$ cat config.mk
export PLATFORM = sky130hd
export DESIGN_NAME = indexed_stack
export DESIGN_NICKNAME = d
export VERILOG_FILES = /design/src/rtl/indexed_stack.sv
export SDC_FILE = /design/constraint.sdc
export NUM_CORES = 1
export LEC_CHECK = 0
export ABC_AREA = 1
export ABC_CLOCK_PERIOD_IN_PS = 2600
export CORE_ASPECT_RATIO = 1.1
export CORE_MARGIN = 3
export CORE_UTILIZATION = 50
export CTS_CLUSTER_SIZE = 8
export DETAILED_ROUTE_END_ITERATION = 10
export MAX_ROUTING_LAYER = met4
export PLACE_DENSITY = 0.82
export SYNTH_ARGS = -nofsm -noshare
export SYNTH_HDL_FRONTEND = slang
export SYNTH_SLANG_ARGS = --single-unit
$ cat constraint.sdc
create_clock -name clk -period 2.6 [get_ports clk]
set_clock_uncertainty 0.05 [all_clocks]
set_input_delay 0.52 -clock clk [delete_from_list [all_inputs] [get_ports clk]]
set_output_delay 0.52 -clock clk [all_outputs]
set_load 0.01 [all_outputs]
$ cat src/rtl/indexed_stack.sv
// Parametrised LIFO holding placed-queen columns for the N-Queen solver.
// Supports push, pop, replace-top, peek below top, flush, sticky error flags and a post-reset clear.

module stack_controller (
    input  logic clk,
    input  logic reset,
    input  logic clr_last,
    output logic ready,
    output logic clear_en
);
    typedef enum logic {
        CLEAR = 1'b0,
        IDLE  = 1'b1
    } state_t;

    state_t state;
    state_t state_next;

    // NOTE: sequential state uses non-blocking assignments so every register samples pre-edge values.
    always_ff @(posedge clk) begin
        if (reset) state <= CLEAR;
        else       state <= state_next;
    end

    // NOTE: every output of a combinational block gets a default first, so no latch is inferred.
    always_comb begin
        state_next = state;
        ready      = 1'b0;
        clear_en   = 1'b0;
        case (state)
            CLEAR: begin
                clear_en = 1'b1;
                if (clr_last) state_next = IDLE;
            end
            IDLE: begin
                ready = 1'b1;
            end
            default: state_next = CLEAR;
        endcase
    end
endmodule

module stack_datapath #(
    parameter int DEPTH = 8,
    parameter int SIZE  = 6,
    localparam int CW   = $clog2(DEPTH + 1),
    localparam int IW   = $clog2(DEPTH)
) (
    input  logic            clk,
    input  logic            reset,
    input  logic            ready,
    input  logic            clear_en,
    input  logic            user_push,
    input  logic            user_pop,
    input  logic            flush,
    input  logic            clear_flags,
    input  logic [SIZE-1:0] bus_in,
    input  logic [IW-1:0]   peek_idx,
    output logic            clr_last,
    output logic [SIZE-1:0] bus_out,
    output logic [SIZE-1:0] peek_data,
    output logic            peek_valid,
    output logic [CW-1:0]   count,
    output logic            full,
    output logic            empty,
    output logic            overflow,
    output logic            underflow
);
    logic [SIZE-1:0] mem [DEPTH];
    logic [CW-1:0]   count_q;
    logic [CW-1:0]   count_next;
    logic [IW-1:0]   clr_ptr;
    logic [IW-1:0]   top_addr;
    logic [IW-1:0]   push_addr;
    logic [IW-1:0]   peek_addr;
    logic            wr_en;
    logic [IW-1:0]   wr_addr;
    logic [SIZE-1:0] wr_data;
    logic            ov_set;
    logic            un_set;

    assign count     = count_q;
    assign full      = (count_q == CW'(DEPTH));
    assign empty     = (count_q == '0);
    assign clr_last  = (clr_ptr == IW'(DEPTH - 1));
    // Only dereferenced when count_q>0 (top) or count_q<DEPTH (push), so truncation is safe.
    assign top_addr  = IW'(count_q - CW'(1));
    assign push_addr = IW'(count_q);
    assign peek_addr = IW'(count_q - CW'(1) - CW'(peek_idx));

    assign peek_valid = (CW'(peek_idx) < count_q);
    assign peek_data  = peek_valid ? mem[peek_addr] : '0;
    assign bus_out    = empty ? '0 : mem[top_addr];

    always_comb begin
        wr_en      = 1'b0;
        wr_addr    = '0;
        wr_data    = '0;
        count_next = count_q;
        ov_set     = 1'b0;
        un_set     = 1'b0;
        if (clear_en) begin
            wr_en   = 1'b1;
            wr_addr = clr_ptr;
        end else if (ready && flush) begin
            count_next = '0;
        end else if (ready && user_push && user_pop) begin
            wr_en   = 1'b1;
            wr_data = bus_in;
            if (empty) begin
                wr_addr    = '0;
                count_next = CW'(1);
            end else begin
                wr_addr = top_addr;
            end
        end else if (ready && user_push) begin
            if (full) begin
                ov_set = 1'b1;
            end else begin
                wr_en      = 1'b1;
                wr_addr    = push_addr;
                wr_data    = bus_in;
                count_next = count_q + CW'(1);
            end
        end else if (ready && user_pop) begin
            if (empty) un_set = 1'b1;
            else       count_next = count_q - CW'(1);
        end
    end

    always_ff @(posedge clk) begin
        if (reset) begin
            count_q   <= '0;
            clr_ptr   <= '0;
            overflow  <= 1'b0;
            underflow <= 1'b0;
        end else begin
            count_q <= count_next;
            if (clear_en) clr_ptr <= clr_last ? '0 : clr_ptr + IW'(1);
            // A new error outranks a coincident clear request.
            if (ov_set)           overflow <= 1'b1;
            else if (clear_flags) overflow <= 1'b0;
            if (un_set)           underflow <= 1'b1;
            else if (clear_flags) underflow <= 1'b0;
        end
    end

    // NOTE: the storage array has no reset branch; the CLEAR sequence zeroes it one entry per cycle.
    always_ff @(posedge clk) begin
        if (wr_en && !reset) mem[wr_addr] <= wr_data;
    end
endmodule

module indexed_stack #(
    parameter int DEPTH = 8,
    parameter int SIZE  = 6,
    localparam int CW   = $clog2(DEPTH + 1),
    localparam int IW   = $clog2(DEPTH)
) (
    input  logic            clk,
    input  logic            reset,
    input  logic            user_push,
    input  logic            user_pop,
    input  logic            flush,
    input  logic            clear_flags,
    input  logic [SIZE-1:0] bus_in,
    input  logic [IW-1:0]   peek_idx,
    output logic [SIZE-1:0] bus_out,
    output logic [SIZE-1:0] peek_data,
    output logic            peek_valid,
    output logic [CW-1:0]   count,
    output logic            full,
    output logic            empty,
    output logic            overflow,
    output logic            underflow,
    output logic            ready
);
    logic clr_last;
    logic clear_en;

    stack_controller u_ctrl (
        .clk      (clk),
        .reset    (reset),
        .clr_last (clr_last),
        .ready    (ready),
        .clear_en (clear_en)
    );

    stack_datapath #(
        .DEPTH (DEPTH),
        .SIZE  (SIZE)
    ) u_dp (
        .clk         (clk),
        .reset       (reset),
        .ready       (ready),
        .clear_en    (clear_en),
        .user_push   (user_push),
        .user_pop    (user_pop),
        .flush       (flush),
        .clear_flags (clear_flags),
        .bus_in      (bus_in),
        .peek_idx    (peek_idx),
        .clr_last    (clr_last),
        .bus_out     (bus_out),
        .peek_data   (peek_data),
        .peek_valid  (peek_valid),
        .count       (count),
        .full        (full),
        .empty       (empty),
        .overflow    (overflow),
        .underflow   (underflow)
    );
endmodule
; After elaboration in Yosys (flattened, before gate mapping)
; Memories as Yosys holds them, arrays and structs flattened.
; Cells that the tools add are included.
[totals]
regBits = 10
mem_count = 1
ram_bits = 48
out_inout_bits = 22
elab_cells = 72
input_bits = 15
[op_classes]
n_eq_ne = 5
order_cmp = 1
reduce_logical = 11
addsub = 4
muxes = 45
[memory_table]
columns = name, words, word_bits, read_ports, rd_ports_with_merged_regs, wr, line
row1 = u_dp.mem, 8, 6, 2, 0, 1, 69  ; logic [SIZE-1:0] mem [DEPTH];
[op_table]
columns = op, count
row1 = 2-to-1 mux 6 bit, 7
row2 = 2-to-1 mux 4 bit, 7
row3 = 2-to-1 mux 1 bit, 24
row4 = 2-to-1 mux 3 bit, 7
row5 = logical AND 1 bit, 5
row6 = AND reduction 5 bit, 1
row7 = adder 4 x 1 -> 4 bit (second input constant), 1
row8 = equality test 4 bit (second input constant), 1
row9 = zero test 4 bit, 1
row10 = less-than comparator 3 x 4 -> 1 bit, 1
row11 = != test 4 x 3 -> 1 bit (second input constant), 1
row12 = != test 4 bit (second input constant), 1
row13 = nonzero test 2 bit, 2
row14 = nonzero test 4 bit, 1
row15 = subtractor 4 x 1 -> 4 bit (second input constant), 1
row16 = adder 3 x 1 -> 3 bit (second input constant), 1
row17 = equality test 3 bit (second input constant), 1
row18 = != test 3 x 1 -> 1 bit (second input constant), 1
row19 = subtractor 3 bit, 1
row20 = zero test 1 bit, 1

; Depth between registers and ports, before layout
; Gate-level depths: netlist of run 1.
[depth]
ltp_word = 9
ltp_mapped = 14
ltp_nobuf = 12

; Cells and area by module
; From an unflattened synthesis of run 1, not the netlist that was laid out.
[hier_totals]
hier_cells = 401
hier_area_um2 = 3407.0
[by_module_without_submodules]
columns = module, area_per_inst_um2, seq_area_each_um2, instances, cells_each
row1 = stack_datapath, 3375.7, 1621.6, 1, 397
row2 = stack_controller, 31.3, 20.0, 1, 4

; Least setup slack after synthesis of run 1
; Ideal clock, no wire load.
[synth_timing]
kind = register to output
startpoint = register u_dp.count_q[0] (netlist: u_dp.count[0])
endpoint = output peek_data[4]
t_arrival_ns = 2.494
path_slack_ns = -0.464
required_time_ns = 2.030
path_buffers = 3
stages_incl_launch_ff = 13
path_cell_list = dfxtp_1 > buf_2 > inv_1 > buf_2 > ha_1 > fa_1 > clkbuf_1 > inv_1 > a21oi_1 > o21ai_0 > nand2_1 > nor2_1 > nor2_1
[synth_via]
elab_chain_cells = 4
elab_cells_between_ends = 5
classes_between = 2 x add/sub / 1 x order compare / 1 x mux / 1 x memory
[synth_lines]
columns = item, line
row1 = start: declaration, 70  ; logic [CW-1:0] count_q;
row2 = start signal: assignment, 138  ; count_q <= count_next;
row3 = subtractor 4 x 1 -> 4 bit, 89  ; assign peek_addr = IW'(count_q - CW'(1) - CW'(peek_idx));
row4 = subtractor 3 bit, 89
row5 = memory (8 x 6 bit), --
row6 = 2-to-1 mux 6 bit (*), 92  ; assign peek_data = peek_valid ? mem[peek_addr] : '0;
row7 = end: declaration, 169  ; output logic [SIZE-1:0] peek_data,
; Every way passes the cells marked *; elsewhere a longest branch is shown, timed or not.

; Worst setup path in the final report of run 1
[layout_timing]
startpoint = register u_dp.count_q[0] (netlist: u_dp.count[0])
endpoint = output peek_data[1]
; Same word-level chain as after synthesis.

==> impl_table.tex, run 1 <==
\begin{tabular}{lr}
\hline
Metric & Value \\
\hline
\multicolumn{2}{l}{\textbf{Run status}} \\
Outcome & finished with violations \\
Failing checks & negative setup slack \\
\multicolumn{2}{l}{\textbf{STA}} \\
Setup ws final & -0.294 ns \\
Slew HR & 49.1\% \\
Setup violators final & 12 \\
Time the worst path needs with I/O delays and setup & 2.89 ns \\
Final hold violation count & 0 \\
Peak clock frequency supported by timing & 346 MHz \\
RSZ-0062 raised after global routing & yes \\
Share of the cycle needed by the critical path after routing & 111\% \\
Final Slew Violations & 0 \\
Transition time of the tightest slew-check pin & 0.755 ns \\
\multicolumn{2}{l}{\textbf{Clock network}} \\
Total CTS buffers & 9 \\
Hold Buf Count CTS & 0 \\
Clock tree from TritonCTS & done \\
TritonCTS sink count & 58 \\
Clk buf depth & 2 \\
Worst-Skew Late Latency & 0.34 ns \\
Count of H-tree levels built during CTS & 3 \\
Root buf cell & sky130\_fd\_sc\_hd\_\_clkbuf\_8 \\
Clock slew seen by the registers of the worst setup and hold paths & 0.07 ns \\
\multicolumn{2}{l}{\textbf{Placement}} \\
DP Worst Slack & -0.991 ns \\
Global placement routability congestion & 0.934 \\
Count of buffers inserted at the top-level ports & 36 \\
Total half-perimeter wirelength after legalization and detailed placement & 6310 µm \\
Inst Count DP & 543 \\
\multicolumn{2}{l}{\textbf{Cells and area}} \\
Final net count & 524 \\
Area of all sequential standard cells & 0.00165 mm² \\
Fill cell instance count of the final layout & 454 \\
Post-layout instance count excluding filler cells & 584 \\
Count of antenna diodes in the layout & 0 \\
Proportion of layout cells with a drive suffix above 1 & 27.0\% \\
Multi-input combinational cell area & 0.00163 mm² \\
Area grow syn2layout & 36.6\% \\
\multicolumn{2}{l}{\textbf{Die}} \\
Ports & 37 \\
Die X & 83.8 µm \\
Area of the core & 0.00631 mm² \\
Floorplan die height & 91.5 µm \\
Initial Utilization & 52.7\% \\
Row cnt & 30 \\
Full die area & 0.00767 mm² \\
\multicolumn{2}{l}{\textbf{Worst setup path}} \\
Biggest fanout along the worst timing path & 8 \\
Setup crit start kind & register \\
Arrival @ worst endpoint & 2.32 ns \\
Start of the worst register-to-register path & u\_dp.count[0]\$\_SDFFE\_PP0P\_ \\
Kind of end point of the critical path & output pin \\
Worst reg2reg endpoint & u\_dp.mem[4][2]\$\_DFFE\_PP\_ \\
FF-to-FF path depth & 14 \\
Setup slack of the most critical reg-to-reg path & 0.09 ns \\
Worst Setup Path Type & reg -> out \\
CP required & 2.03 ns \\
\multicolumn{2}{l}{\textbf{Logic synthesis}} \\
Mapped Nets & 439 \\
Synth warnings & 0 \\
Asr flop ratio synth & 0\% \\
Post-synthesis simple-gate area fraction & 23.1\% \\
Proportion of synthesized chip area in sequential cells & 49.4\% \\
Adder-Cell Fraction of Synth Area & 3.99\% \\
Multiplexer share of the synthesized area & 0\% \\
Predominant post-synthesis flop cell & sky130\_fd\_sc\_hd\_\_edfxtp\_1 \\
Count of flip-flops with a built-in enable after synthesis & 48 \\
Total standard cell area after synthesis & 0.00333 mm² \\
Main combinational cell family by area after synthesis & simple AND/OR/NAND/NOR gates \\
Fraction of synthesized cell area in xor and xnor cells & 1.02\% \\
Synthesized netlist cell count & 414 \\
Average cell area after synthesis & 8.03 µm² \\
Flops \& latches, synth & 58 \\
Synth cell types & 30 \\
Compound-gate portion of the synthesized area & 15.5\% \\
\multicolumn{2}{l}{\textbf{Global routing}} \\
Global-route wire length before repair & 15100 µm \\
Sum of overflow across all layers after global routing & 0 \\
Pin count of the biggest net entering global routing & 32 \\
Via count of the first global-routing pass & 3182 \\
Combined global-route utilization of all metal layers & 26.0\% \\
Number of antenna violations at the first check in global routing & 0 \\
\multicolumn{2}{l}{\textbf{Pwr}} \\
Static Leak & 1.97 nW \\
Power density normalized to cell area & 476 mW/mm² \\
Worst ir drop on vdd & 0.306 mV \\
\multicolumn{2}{l}{\textbf{Run}} \\
Number of violations of the max-capacitance limit & 0 \\
\multicolumn{2}{l}{\textbf{Routing}} \\
DRT antenna net count & 0 \\
Wire length reported by the detailed router & 10400 µm \\
Count of routing violations after the opening detailed-route iteration & 567 \\
Detailed-routing iteration count for the pre-antenna-repair pass & 6 \\
Routed wire length per instance & 17.7 µm \\
Vias per cell & 5.90 \\
DRC errors left & 0 \\
Via Count & 3446 \\
\multicolumn{2}{l}{\textbf{Worst hold path}} \\
Cell depth of the worst hold path & 2 \\
Hold WC Path Type & reg -> reg \\
Hold-critical path endpoint & u\_dp.overflow\$\_SDFFE\_PP0P\_ \\
Hold wc startpoint & u\_dp.overflow\$\_SDFFE\_PP0P\_ \\
\hline
\end{tabular}
==> critical path, cell delays in order (launching register included) <==
cell                      delay [ns]
sky130_fd_sc_hd__dfxtp_4        0.38
sky130_fd_sc_hd__inv_6          0.04
sky130_fd_sc_hd__ha_4           0.22
sky130_fd_sc_hd__fa_2           0.65
sky130_fd_sc_hd__inv_4          0.10
sky130_fd_sc_hd__a21oi_1        0.13
sky130_fd_sc_hd__o21ai_1        0.10
sky130_fd_sc_hd__a21oi_1        0.16
sky130_fd_sc_hd__nor2_2         0.05
sky130_fd_sc_hd__buf_2          0.13
==> metrics by stage <==
stage          setup TNS (ns)  instance area, µm²  power, mW  hold WS, ns  utilization (%)
6_report                -2.17                4540       2.16        0.422             72.1
4_1_cts                 -1.77                4310       2.12        0.423             68.4
5_1_grt                 -3.29                4540       2.23        0.456             72.1
3_5_place_dp            -7.85                3970       1.32        0.414             63.0
2_1_floorplan               0                3390       1.21        0.415                -
3_3_place_gp            -7.38                3970       1.31        0.407             63.0
==> report_power, final <==
part           internal, mW  switching, mW
combinational         0.145          0.186
clock                 0.435          0.363
sequential             1.02         0.0137
==> layout make-up <==
cell class | instances | share of cell area (%)
Multi-Input combinational cell | 299 | 35.8
Tap cell | 80 | 2.20
Clock buffer | 10 | 2.81
Sequential cell | 58 | 36.2
Clock inverter | 6 | 1.27
Inverter | 41 | 3.80
Timing Repair Buffer | 90 | 17.8
==> cell families after synthesis <==
group                    count (synthesis)
adder cells (fa/ha/maj)                 10
XOR/XNOR                                 3
buffers and inverters                   57
flip-flops                              58
AND/OR/NAND/NOR                        186
AO/OA/AOI/OAI                          100
==> cell usage in the layout (no fill, tap or decap), types with 5 or more instances in the layout <==
master and n:
sky130_fd_sc_hd__edfxtp_1 48, sky130_fd_sc_hd__buf_4 39, sky130_fd_sc_hd__o22ai_1 5, sky130_fd_sc_hd__buf_2 12
sky130_fd_sc_hd__nor2_2 6, sky130_fd_sc_hd__clkbuf_8 9, sky130_fd_sc_hd__buf_6 9, sky130_fd_sc_hd__ha_1 6
sky130_fd_sc_hd__a21oi_2 15, sky130_fd_sc_hd__clkdlybuf4s50_1 20, sky130_fd_sc_hd__o21ai_0 29, sky130_fd_sc_hd__a21oi_1 20
sky130_fd_sc_hd__o21ai_1 23, sky130_fd_sc_hd__inv_1 32, sky130_fd_sc_hd__nand3_1 22, sky130_fd_sc_hd__dfxtp_1 8
sky130_fd_sc_hd__nand2_1 85, sky130_fd_sc_hd__nor2_1 60
==> Yosys cell counts, drive strengths merged (2+ instances only) <==
| cell | count | area, µm² |
|---|---|---|
| a21oi | 35 | 175 |
| dfxtp | 10 | 200 |
| edfxtp | 48 | 1440 |
| nand3 | 27 | 145 |
| xnor2 | 2 | 25.0 |
| buf | 8 | 48.8 |
| o21ai | 56 | 280 |
| inv | 41 | 154 |
| ha | 9 | 113 |
| nor2 | 66 | 250 |
| nand2 | 90 | 355 |
| o22ai | 6 | 37.5 |
| clkbuf | 8 | 30.0 |
==> registers in the layout, indices dropped and copies added, names as in the netlist <==
name and cells:
u_dp.overflow 1, u_dp.underflow 1, u_ctrl.state 1, u_dp.clr_ptr 3, u_dp.mem 48, u_dp.count 4
==> layer usage <==
layer	wire length [µm]	global-route usage (%)	vias to the layer above
li1	-	-	1560
met3	769	3.45	38
met1	3840	28.9	1638
met2	5370	44.7	210
met4	379	14.7	0
met5	0	-	-
==> what timing repair did <==
item / CTS / global route
pin swaps: 18 / 20
gates cloned: 1 / 2
endpoints found under the setup margin: 14 / 43
gates resized for setup: 95 / 42
hold endpoints to repair: 0 / 0
setup buffers: 9 / 14
==> worst max-delay path by stage <==
stage	depth (start not counted)	startpoint	to	slack (ns)
after floorplan	11	u_dp.count[0]$_SDFFE_PP0P_	peek_data[0]	0.006
final	9	u_dp.count[0]$_SDFFE_PP0P_	peek_data[1]	-0.29
after detailed placement	8	peek_idx[0]	peek_data[4]	-0.99
after global placement	8	peek_idx[0]	peek_data[4]	-0.94
after global routing	9	u_dp.count[0]$_SDFFE_PP0P_	peek_data[2]	-0.41
after CTS	9	u_dp.count[0]$_SDFFE_PP0P_	peek_data[1]	-0.27
Power figures use the tool's default switching activity.
==> run 2: changes to the inputs <==
--- a/config.mk
+++ b/config.mk
@@ -10,7 +10,6 @@
 export CORE_ASPECT_RATIO = 1.1
 export CORE_MARGIN = 3
 export CORE_UTILIZATION = 50
-export CTS_CLUSTER_SIZE = 8
 export DETAILED_ROUTE_END_ITERATION = 10
 export MAX_ROUTING_LAYER = met4
 export PLACE_DENSITY = 0.82
==> results of run 2 <==
No change in the layout: final DEF, timing and power equal those of run 1.
==> run 3: changes to the inputs <==
--- a/config.mk
+++ b/config.mk
@@ -5,7 +5,7 @@
 export SDC_FILE = /design/constraint.sdc
 export NUM_CORES = 1
 export LEC_CHECK = 0
-export ABC_AREA = 1
+export ABC_AREA = 0
 export ABC_CLOCK_PERIOD_IN_PS = 2600
 export CORE_ASPECT_RATIO = 1.1
 export CORE_MARGIN = 3
@@ -16,3 +16,4 @@
 export SYNTH_ARGS = -nofsm -noshare
 export SYNTH_HDL_FRONTEND = slang
 export SYNTH_SLANG_ARGS = --single-unit
+export TNS_END_PERCENT = 30
==> impl_table.tex, run 3 <==
\begin{tabular}{lr}
\hline
Metric & Value \\
\hline
\multicolumn{2}{l}{\textbf{Run status}} \\
Outcome & finished with violations \\
Failing checks & negative setup slack \\
\multicolumn{2}{l}{\textbf{Worst setup path}} \\
Biggest fanout along the worst timing path & 5 \\
CP required & 2.03 ns \\
Critical path's slowest cell & sky130\_fd\_sc\_hd\_\_fa\_2 \\
Start of the worst register-to-register path & u\_dp.count[1]\$\_SDFFE\_PP0P\_ \\
Worst reg2reg endpoint & u\_dp.mem[4][2]\$\_DFFE\_PP\_ \\
Worst setup path endpoint & peek\_data[5] \\
Largest incremental delay on the critical path & 0.65 ns \\
Kind of end point of the critical path & output pin \\
Arrival @ worst endpoint & 2.46 ns \\
Cell occurring most often along the worst timing path & sky130\_fd\_sc\_hd\_\_buf\_12 \\
FF-to-FF path depth & 10 \\
Worst setup startpoint & peek\_idx[0] \\
Worst Setup Path Type & in -> out \\
Setup slack of the most critical reg-to-reg path & 0.20 ns \\
Setup crit start kind & input port \\
List of cells traversed by the critical path & clkdlybuf4s15\_1 > ha\_2 > fa\_2 > buf\_12 > buf\_12 > mux4\_2 > mux2i\_1 > nor2\_1 > buf\_2 \\
\multicolumn{2}{l}{\textbf{STA}} \\
Slew HR & 68.6\% \\
Share of the cycle needed by the critical path after routing & 117\% \\
Transition time of the tightest slew-check pin & 0.469 ns \\
Final hold violation count & 0 \\
RSZ-0062 raised after global routing & yes \\
Worst hold slack after final layout & 0.426 ns \\
Final Slew Violations & 0 \\
Time the worst path needs with I/O delays and setup & 3.03 ns \\
Setup ws final & -0.430 ns \\
Peak clock frequency supported by timing & 330 MHz \\
Setup violators final & 7 \\
\multicolumn{2}{l}{\textbf{Global routing}} \\
Global-route wire length before repair & 11200 µm \\
Sum of overflow across all layers after global routing & 0 \\
Via count of the first global-routing pass & 2239 \\
Combined global-route utilization of all metal layers & 22.2\% \\
Pin count of the biggest net entering global routing & 15 \\
Number of antenna violations at the first check in global routing & 0 \\
\multicolumn{2}{l}{\textbf{Pwr}} \\
Clk network pwr share & 40.2\% \\
P\_int & 1.68 mW \\
Total power consumption of the routed design & 2.12 mW \\
Share of total power in combinational logic & 11.2\% \\
Static Leak & 1.69 nW \\
Worst ir drop on vdd & 0.542 mV \\
Power density normalized to cell area & 501 mW/mm² \\
Portion of total power attributed to sequential cells & 48.6\% \\
Net Sw Frac & 21.2\% \\
Net switching power & 449 µW \\
\multicolumn{2}{l}{\textbf{Die}} \\
Die X & 81.9 µm \\
Row cnt & 29 \\
Area of the core & 0.00595 mm² \\
Full die area & 0.00733 mm² \\
Ports & 37 \\
Initial Utilization & 53.3\% \\
Floorplan die height & 89.5 µm \\
\multicolumn{2}{l}{\textbf{Run}} \\
Number of violations of the max-capacitance limit & 0 \\
\multicolumn{2}{l}{\textbf{Logic synthesis}} \\
Asr flop ratio synth & 0\% \\
Most numerous cell in the Yosys netlist & sky130\_fd\_sc\_hd\_\_edfxtp\_1 \\
Mapped Nets & 250 \\
Synth warnings & 0 \\
Flops \& latches, synth & 58 \\
Synthesized netlist cell count & 225 \\
Top area cells in the synthesized netlist & sky130\_fd\_sc\_hd\_\_edfxtp\_1, sky130\_fd\_sc\_hd\_\_mux4\_2, sky130\_fd\_sc\_hd\_\_dfxtp\_1 \\
Total standard cell area after synthesis & 0.00317 mm² \\
Average cell area after synthesis & 14.1 µm² \\
Proportion of netlist area held by the largest area contributor & 45.5\% \\
Predominant post-synthesis flop cell & sky130\_fd\_sc\_hd\_\_edfxtp\_1 \\
Synth area leader & sky130\_fd\_sc\_hd\_\_edfxtp\_1 \\
Synth cell types & 49 \\
Count of flip-flops with a built-in enable after synthesis & 48 \\
Proportion of synthesized chip area in sequential cells & 51.8\% \\
Synth cell count leaders & sky130\_fd\_sc\_hd\_\_edfxtp\_1, sky130\_fd\_sc\_hd\_\_nor2\_1, sky130\_fd\_sc\_hd\_\_mux4\_2 \\
\multicolumn{2}{l}{\textbf{Clock network}} \\
Count of H-tree levels built during CTS & 3 \\
Clock slew seen by the registers of the worst setup and hold paths & 0.06 ns \\
Clk buf depth & 2 \\
Root buf cell & sky130\_fd\_sc\_hd\_\_clkbuf\_8 \\
Clock tree from TritonCTS & done \\
Total CTS buffers & 9 \\
Worst-Skew Late Latency & 0.32 ns \\
TritonCTS sink count & 58 \\
\multicolumn{2}{l}{\textbf{Routing}} \\
Wire length reported by the detailed router & 7570 µm \\
DRT antenna net count & 0 \\
Vias per cell & 5.84 \\
Count of routing violations after the opening detailed-route iteration & 164 \\
Detailed-routing iteration count for the pre-antenna-repair pass & 4 \\
Routed wire length per instance & 19.4 µm \\
Via Count & 2282 \\
DRC errors left & 0 \\
\multicolumn{2}{l}{\textbf{Cells and area}} \\
Final net count & 335 \\
Top library cells by usage in the layout, fill and taps aside & sky130\_fd\_sc\_hd\_\_edfxtp\_1, sky130\_fd\_sc\_hd\_\_buf\_4, sky130\_fd\_sc\_hd\_\_nor2\_1 \\
Fill cell instance count of the final layout & 392 \\
Register bank with the most flops & u\_dp.mem \\
Area of all sequential standard cells & 0.00165 mm² \\
Post-route design area & 0.00424 mm² \\
Most common library cell in the layout ignoring fill and taps & sky130\_fd\_sc\_hd\_\_edfxtp\_1 \\
Multi-input combinational cell area & 0.00151 mm² \\
Area grow syn2layout & 33.9\% \\
Count of antenna diodes in the layout & 0 \\
End-of-flow core utilization & 71.3\% \\
Flip-flop count of the largest register, all copies and words added & 48 \\
Proportion of layout cells with a drive suffix above 1 & 38.5\% \\
\multicolumn{2}{l}{\textbf{Placement}} \\
Total half-perimeter wirelength after legalization and detailed placement & 5030 µm \\
Global placement routability congestion & 0.826 \\
Post-place instance area & 0.00390 mm² \\
Count of buffers inserted at the top-level ports & 36 \\
\multicolumn{2}{l}{\textbf{Worst hold path}} \\
Hold WC Path Type & reg -> reg \\
\hline
\end{tabular}
run 3: cell types whose count changed after synthesis, moves of 16 or more:
cell	change
sky130_fd_sc_hd__a21oi_1	-28
sky130_fd_sc_hd__inv_1	-28
sky130_fd_sc_hd__mux2i_1	+16
sky130_fd_sc_hd__mux4_2	+24
sky130_fd_sc_hd__nand2_1	-83
sky130_fd_sc_hd__nand3_1	-25
sky130_fd_sc_hd__nor2_1	-37
sky130_fd_sc_hd__o21ai_0	-48
run 3: layout make-up:
| cell class | instances | share of cell area [%] |
|---|---|---|
| well taps | 77 | 2.27 |
| clock inverters | 6 | 1.95 |
| inverters | 11 | 1.03 |
| repair buffers | 82 | 17.5 |
| flip-flops and latches | 58 | 38.8 |
| multi-input cells | 148 | 35.5 |
| clock buffers | 9 | 2.92 |
run 3: logic make-up (layout without fill, tap and decap cells):
| kind of cell | Yosys count | in the layout | synth area share, % |
|---|---|---|---|
| adders and majority gates | 10 | 10 | 4.18 |
| AOI/OAI and AO/OA | 27 | 27 | 5.76 |
| and+or+nand+nor | 66 | 66 | 11.4 |
| buffers and inverters | 19 | 108 | 2.49 |
| muxes | 41 | 41 | 22.5 |
| DFF | 58 | 58 | 51.8 |
| xor gates and xnor gates | 4 | 4 | 1.93 |
run 3: worst min-delay path by stage:
stage	endpoint	start	slack, ns	depth (start not counted)
after global placement	u_dp.underflow$_SDFFE_PP0P_	u_dp.underflow$_SDFFE_PP0P_	0.41	2
after floorplan	u_dp.clr_ptr[2]$_SDFFE_PP0N_	u_dp.clr_ptr[2]$_SDFFE_PP0N_	0.44	2
after detailed placement	u_dp.underflow$_SDFFE_PP0P_	u_dp.underflow$_SDFFE_PP0P_	0.42	2
final	u_dp.underflow$_SDFFE_PP0P_	u_dp.underflow$_SDFFE_PP0P_	0.43	2
after global routing	u_dp.underflow$_SDFFE_PP0P_	u_dp.underflow$_SDFFE_PP0P_	0.47	2
after CTS	u_dp.underflow$_SDFFE_PP0P_	u_dp.underflow$_SDFFE_PP0P_	0.43	2
run 3: repair_timing:
item | in CTS | in global routing
hold buffers | 0 | 0
pin swaps | 6 | 2
setup endpoints to repair | 20 | 18
endpoints found under the hold margin | 0 | 0
gates resized for setup | 42 | 19
setup buffers | 5 | 8
gates cloned | 1 | 0
run 3: stage by stage:
step | std cells | worst slack [ns] | setup TNS (ns)
floorplan | 225 | -0.158 | -1.03
global placement | 363 | -0.946 | -9.40
detailed placement | 363 | -1.07 | -11.79
CTS | 384 | -0.452 | -3.53
global route | 391 | -0.486 | -3.11
finish | 391 | -0.430 | -2.42
run 3: critical path: cells and delay by family:
kind	cells	cell delay (ns)
buffers and inverters	4	0.58
muxes	2	0.43
adders and majority gates	2	0.86
and+or+nand+nor	1	0.06
run 3: power by group through the flow:
stage | sequential (mW) | combinational, mW | clock (mW)
floorplan | 1.05 | 0.120 | 0
global placement | 1.05 | 0.209 | 0
detailed placement | 1.05 | 0.216 | 0
CTS | 1.03 | 0.240 | 0.859
global route | 1.03 | 0.257 | 0.916
finish | 1.03 | 0.238 | 0.855
run 3: metal layers:
metal,share of wire (%),global-route usage (%)
met2,55,38.6
met1,37,25.1
met5,0,-
met3,5.8,3.93
met4,2.6,9.21
